File: src/rtl/pipe_hazard_ctrl.sv
// pipe_hazard_ctrl
// Stall/flush controller for the six-stage SampleCPU pipeline (PC, IF, ID, EX, MEM, WB).
// Each level stall request freezes its own stage and every earlier stage.
// A timed request holds EX stalled for a programmed number of cycles.
// A flush aborts any timed stall, drives the redirect PC and then holds the PC stage
// for FLUSH_HOLD cycles so the refetch can settle.
//
// Ports:
//   clk           clock; all state changes on the rising edge
//   rst           synchronous reset, active-high
//   stallreq      NREQ level stall requests; field i of REQ_STAGE names the stage for bit i
//   timed_req     one-cycle pulse that starts a timed stall
//   timed_cycles  total stalled cycles for the timed stall, including the request cycle
//   flush_req     flush the pipeline in this cycle
//   flush_pc      redirect target, valid together with flush_req
//   stall         stall[j] = 1 freezes stage j (thermometer mask from stage 0)
//   flush         flush strobe to the IF..MEM pipeline registers
//   new_pc        redirect PC while flush = 1, otherwise 0
//   busy          timed stall or post-flush hold in progress
//   stall_cycles  saturating count of cycles with stall[0] = 1
module pipe_hazard_ctrl #(
    parameter int                     STAGES      = 6,
    parameter int                     NREQ        = 3,
    parameter int                     IDX_W       = 3,
    parameter logic [NREQ*IDX_W-1:0]  REQ_STAGE   = {3'd3, 3'd2, 3'd3},
    parameter int                     TIMED_STAGE = 3,
    parameter int                     CNT_W       = 6,
    parameter int                     FLUSH_HOLD  = 1
) (
    input  logic              clk,
    input  logic              rst,
    input  logic [NREQ-1:0]   stallreq,
    input  logic              timed_req,
    input  logic [CNT_W-1:0]  timed_cycles,
    input  logic              flush_req,
    input  logic [31:0]       flush_pc,
    output logic [STAGES-1:0] stall,
    output logic              flush,
    output logic [31:0]       new_pc,
    output logic              busy,
    output logic [31:0]       stall_cycles
);

    typedef enum logic [1:0] {RUN, TSTALL, FHOLD} state_t;

    state_t            state;
    state_t            state_next;
    logic [CNT_W-1:0]  cnt;
    logic [CNT_W-1:0]  cnt_next;
    logic              timed_start;
    logic              timed_active;
    logic [STAGES-1:0] stage_mask;

    // Mask with bits 0..k set; OR-ing masks of several stages yields the mask of the deepest one.
    function automatic logic [STAGES-1:0] therm(input int k);
        logic [STAGES-1:0] m;
        for (int j = 0; j < STAGES; j++) begin
            m[j] = (j <= k);
        end
        return m;
    endfunction

    // A timed request is honoured only from RUN; a concurrent flush discards it.
    assign timed_start  = (state == RUN) && timed_req && (timed_cycles != '0) && !flush_req;
    assign timed_active = (state == TSTALL) || timed_start;

    always_ff @(posedge clk) begin
        if (rst) begin
            state <= RUN;
            cnt   <= '0;
        end else begin
            state <= state_next;
            cnt   <= cnt_next;
        end
    end

    // cnt holds the remaining stalled cycles including the current one, so leave at cnt == 1.
    always_comb begin
        state_next = state;
        cnt_next   = cnt;
        if (flush_req) begin
            if (FLUSH_HOLD > 0) begin
                state_next = FHOLD;
                cnt_next   = CNT_W'(FLUSH_HOLD);
            end else begin
                state_next = RUN;
                cnt_next   = '0;
            end
        end else begin
            case (state)
                RUN: begin
                    if (timed_req && (timed_cycles >= CNT_W'(2))) begin
                        state_next = TSTALL;
                        cnt_next   = timed_cycles - CNT_W'(1);
                    end
                end
                TSTALL, FHOLD: begin
                    if (cnt <= CNT_W'(1)) begin
                        state_next = RUN;
                        cnt_next   = '0;
                    end else begin
                        cnt_next = cnt - CNT_W'(1);
                    end
                end
                default: begin
                    state_next = RUN;
                    cnt_next   = '0;
                end
            endcase
        end
    end

    // Reset and flush both force the stall vector to zero in the same cycle.
    always_comb begin
        stage_mask = '0;
        for (int i = 0; i < NREQ; i++) begin
            if (stallreq[i]) begin
                stage_mask = stage_mask | therm(int'(REQ_STAGE[i*IDX_W +: IDX_W]));
            end
        end
        if (timed_active) begin
            stage_mask = stage_mask | therm(TIMED_STAGE);
        end
        if (state == FHOLD) begin
            stage_mask = stage_mask | therm(0);
        end
        stall  = (rst || flush_req) ? '0 : stage_mask;
        flush  = !rst && flush_req;
        new_pc = (!rst && flush_req) ? flush_pc : 32'h0;
        busy   = !rst && (state != RUN);
    end

    always_ff @(posedge clk) begin
        if (rst) begin
            stall_cycles <= 32'h0;
        end else if (stall[0] && (stall_cycles != 32'hFFFF_FFFF)) begin
            stall_cycles <= stall_cycles + 32'h1;
        end
    end

endmodule

File: config.mk
export PLATFORM = sky130hd
export DESIGN_NAME = pipe_hazard_ctrl
export DESIGN_NICKNAME = d
export VERILOG_FILES = /design/src/rtl/pipe_hazard_ctrl.sv
export SDC_FILE = /design/constraint.sdc
export NUM_CORES = 1
export LEC_CHECK = 0
export BUFFER_PORTS_ARGS = -buffer_cell sky130_fd_sc_hd__buf_4
export CORE_ASPECT_RATIO = 0.75
export CORE_MARGIN = 5
export CORE_UTILIZATION = 50
export DETAILED_ROUTE_END_ITERATION = 10
export GPL_TIMING_DRIVEN = 1
export PLACE_DENSITY = 0.86
export SLEW_MARGIN = 20
export SYNTH_ARGS = -nofsm -noshare
export SYNTH_HDL_FRONTEND = slang
export SYNTH_SLANG_ARGS = --single-unit
File: constraint.sdc
create_clock -name clk -period 3.7 [get_ports clk]
set_input_delay 0.185 -clock clk [delete_from_list [all_inputs] [get_ports clk]]
set_output_delay 0.185 -clock clk [all_outputs]
set_load 0.01 [all_outputs]
After elaboration in Yosys (flattened, before gate mapping). Index checks and enable logic that the tools add are counted.

Multipliers: 0. Equality and inequality tests: 7. Bitwise operators: 0. Shifts and indexed selects: 0. Add/sub/neg operators: 3. Magnitude comparators: 2. Reduce and logical (&&, ||, !) cells: 18. Mux-type cells: 15. Div/mod/pow operators: 0.

Operators with widths (count): 32-bit by 1-bit adder with 32-bit output, second input constant (1); 32-bit 2-to-1 mux (1); 32-bit inequality test, second input constant (1); 4-bit 2-to-1 mux (4); 6-bit 2-to-1 mux (2); 6-bit one-hot mux with 2 select lines (1); 6-bit by 1-bit subtractor with 6-bit output, second input constant (2); 1-bit logical AND (7); 6-bit by 2-bit >= comparator with 1-bit output, second input constant (1); 6-bit by 1-bit <= comparator with 1-bit output, second input constant (1); 2-bit 2-to-1 mux (3); 6-bit nonzero test (1); 2-bit one-hot mux with 2 select lines (1); 2-bit AND reduction (2); 2-bit OR reduction (2); 3-bit 2-to-1 mux (1); 3-bit by 2-bit inequality test with 1-bit output, second input constant (1); 3-bit inequality test, second input constant (1); 2-bit by 1-bit equality test with 1-bit output, second input constant (1); 2-bit equality test, second input constant (1); 1-bit zero test (2); 2-bit zero test (1); 1-bit logical OR (2); 1-bit 2-to-1 mux (2); 3 further kinds (3).

Latch bits: 0. Bits in writable memories: 0. Bits of input ports: 45. Memories kept: 0. Memory bits (read-only): 0. Register bits: 40. Output and inout port bits: 72. Logic and storage cells: 50.

Longest topological paths before layout.
Depth after elaboration: 9. Depth in mapped cells: 9. Gate-level depth less buffers: 8.

Least setup slack after synthesis. Ideal clock, no wire load.

Path type: register to register. From: register stall_cycles[0]. To: register stall_cycles[8]. Required time: 3579 ps. Stages on the path, launching flop included: 8. Library setup time: 121 ps. Slack: 1468 ps. Clock period less this slack: 2232 ps. Buffers on the path: 1. Arrival time: 2110 ps. Path through: dfxtp_1 ha_1 nand3_1 or3_1 buf_2 or3_4 and3_4 mux2_4.

Longest elaborated chain between the ends: 2. Elaborated cells on any way between the ends: 3. Classes of those cells: 1 x add/sub; 1 x eq/ne; 1 x reduce/logical.

Ends and longest elaborated chain: from (decl) (line 41) `output logic [31:0] stall_cycles`; from (signal assigned) (line 137) `stall_cycles <= stall_cycles + 32'h1;`; branches (longest 2 deep; another with 32-bit by 1-bit adder with 32-bit output).

Several ways; the timed one is not identified. A chain may end at the register's enable or synchronous reset.

Final worst setup path.
From: register state[1]. To: output stall[0].

Longest elaborated chain between the ends: 8. Elaborated cells on any way between the ends: 10. Classes of those cells: 2 x eq/ne; 3 x mux; 5 x reduce/logical.

Ends and longest elaborated chain: from (decl) (line 46) `state_t state;`; from (signal assigned) (line 72) `state <= state_next;`; 2-bit zero test (line 64) `assign timed_start = (state == RUN) && timed_req && (timed_cycles != '0) && !flush_req;`; 1-bit logical AND (3 in series) (line 64); 1-bit logical OR (line 65) `assign timed_active = (state == TSTALL) || timed_start;`; 4-bit 2-to-1 mux (line 121) `if (timed_active) begin`; 1-bit 2-to-1 mux * (line 124) `if (state == FHOLD) begin`; 4-bit 2-to-1 mux * (line 127) `stall = (rst || flush_req) ? '0 : stage_mask;`; to (decl) (line 37) `output logic [STAGES-1:0] stall,`.

Mark *: on every way between the ends. The rest lies on a longest branch, timed or not.

==> impl_metrics.json <==
{
  "wirelength_um": 8240,
  "die_w_um": 94.8,
  "drtPass1Iterations": 5,
  "synth-async-reset-ratio_pct": 0,
  "core_area_sq_um": 5300,
  "cp.required_ns": 3.51,
  "finalWeightedCongestion": 0.900,
  "avgSynthCellArea_sq_um": 7.94,
  "cap_violations": 0,
  "critPathKind": "reg -> out",
  "grt_overflow": 0,
  "cts_buffer_depth": 2,
  "grt_max_degree": 39,
  "endpoint_kind": "output pin",
  "antenna_cells": 0,
  "layout_commonest_cell": "buf_4",
  "fmax_mhz": 365,
  "cp.arrival_ns": 2.56,
  "max-slew-margin-rel_pct": 46.6,
  "io_buffers": 114,
  "final_cell_mix": "buf_4 (116), dfxtp_1 (40), and3_1 (36), a21oi_1 (29), nor2_1 (22)",
  "synthSimpleGateAreaFrac_pct": 34.6,
  "cts_tree": "built",
  "fin_setup_tns_ns": 0,
  "ys_types": 51,
  "cts_setup_buffers": 0,
  "fin_crit_ns": 2.74,
  "cts_resized": 0,
  "drive_gt1_share_pct": 31.0,
  "yosysWarnings": 0,
  "p_leak_nw": 1.59,
  "finalSetupViolations": 0,
  "outcome": "finished clean",
  "postRouteAntennaNets": 0,
  "hold_path_class": "in -> reg",
  "synth_top_area_share_pct": 29.7,
  "hold_start": "rst",
  "antenna_found_initial": 0,
  "ys_seq_elements": 40,
  "startpoint_type": "register",
  "dp_hpwl_um": 6290,
  "startpoint": "state[1]$_SDFFE_PP0P_",
  "finClkSkew_ns": 0.00667,
  "start_util_pct": 51.0,
  "hold_violations": 0,
  "io-pin-count": 117,
  "area_growth_pct": 34.8,
  "cts-root-buf": "clkbuf_8",
  "cp_max_fo": 12,
  "grt_pass1_wl_um": 13300,
  "grt_util_all_layers_pct": 23.8,
  "drc": 0,
  "cts.sinks": 40,
  "synth.area.mux_share_pct": 1.76,
  "ys_top_cells_by_area": "dfxtp_1 (30%), and3_1 (8.3%), or4_1 (5.6%), a21oi_1 (5.4%), o31ai_1 (4.7%)",
  "power_density_nw_per_um2": 260,
  "synth_top_family_by_area": "simple AND/OR/NAND/NOR gates",
  "dr.first_iter.drc_count": 243,
  "ys_seq_area_share_pct": 29.7,
  "rows": 23,
  "post-route-period-util_pct": 74.1,
  "yosys.area_share.adder_pct": 4.64,
  "rsz0062_at_grt": "no",
  "wl_per_cell_um": 16.0,
  "die_h_um": 73.6,
  "synth_xor_area_share_pct": 1.95,
  "slew_violations": 0,
  "power.total_uw": 948,
  "synth_flop_cell": "dfxtp_1",
  "numCtsBuffers": 5,
  "htree_levels": 2,
  "synth_top_cell_by_area": "dfxtp_1",
  "nNetsFinal": 493,
  "path_clk_slew_ns": 0.07,
  "drt-vias-per-instance": 5.98,
  "via_count": 3074,
  "syn_inst": 340,
  "max-vdd-ir-drop_uv": 145,
  "synth_compound_area_share_pct": 21.2,
  "syn_area_sq_um": 2700,
  "synth-edff-count": 0,
  "worst_pin_slew_ns": 0.800,
  "grt_pass1_vias": 2866,
  "holdBufCountCts": 0,
  "insertion_delay_ns": 0.30,
  "timing.rr.start": "state[1]$_SDFFE_PP0P_",
  "die-area_sq_um": 6980
}
## stage by stage
step | worst slack (ns) | util [%] | cells | instance area [sq um] | hold WS (ns)
floorplan | 1.47 | - | 341 | 2700 | 0.472
global placement | 1.13 | 67.0 | 506 | 3550 | 0.472
detailed placement | 1.07 | 67.0 | 506 | 3550 | 0.486
CTS | 0.959 | 68.7 | 514 | 3640 | 0.303
global route | 0.821 | 68.7 | 514 | 3640 | 0.330
finish | 0.959 | 68.7 | 514 | 3640 | 0.306
## sequential cells by signal (all words and copies together), names as in the netlist
signal / count
cnt: 6
stall_cycles: 32
state: 2
## critical path, cell delays in order (launching register included)
cell and delay [ns]:
dfxtp_1 0.36, inv_1 0.07, ha_1 0.18, or4b_1 0.54, o22a_2 0.29, o21ai_2 0.33
buf_4 0.25, inv_2 0.08, buf_4 0.15
## synth_stat cells, types with 10 or more instances
cell / number
ha_1: 10
dfxtp_1: 40
inv_1: 10
o31ai_1: 17
nand4_1: 10
nand3_1: 13
o21ai_0: 12
or4_1: 20
nor2_1: 22
and3_1: 36
a21oi_1: 29
nand2_1: 12
clkbuf_1: 15
## kinds of logic after synthesis
logic type	after synthesis
buffers and inverters	37
AO/OA/AOI/OAI	88
adder cells (fa/ha/maj)	10
flip-flops	40
multiplexers	4
other	1
XOR/XNOR	6
AND/OR/NAND/NOR	154
## metal layers
metal / vias up / track usage [%] / share of wire [%]
li1: 1505 / - / -
met1: 1424 / 31.3 / 42
met2: 138 / 38.8 / 47
met3: 7 / 5.94 / 9.7
met4: 0 / 6.72 / 1.3
met5: - / 0 / 0
## final cells by class
type | count | area [sq um]
Multi-Input combinational cell | 264 | 1740
Fill cell | 474 | 1660
Timing Repair Buffer | 116 | 871
Sequential cell | 40 | 801
Tap cell | 75 | 93.8
Clock buffer | 6 | 82.6
Inverter | 11 | 41.3
Clock inverter | 2 | 10.0
## worst paths after layout
kind,cells past startpoint,endpoint,slack (ns)
min,2,cnt[0]$_SDFFE_PP0P_,0.31
max,8,stall[0],0.96
max reg2reg,9,stall_cycles[8]$_SDFFE_PP0P_,1.04
min reg2reg,2,stall_cycles[31]$_SDFFE_PP0P_,0.50
## power breakdown
part	internal [mW]	switching (mW)	total [mW]
Sequential	0.437	0.00845	0.446
Combinational	0.0963	0.101	0.197
Clock	0.149	0.156	0.305
Total	0.683	0.265	0.948
No activity file was read; power rests on OpenSTA's default activity.
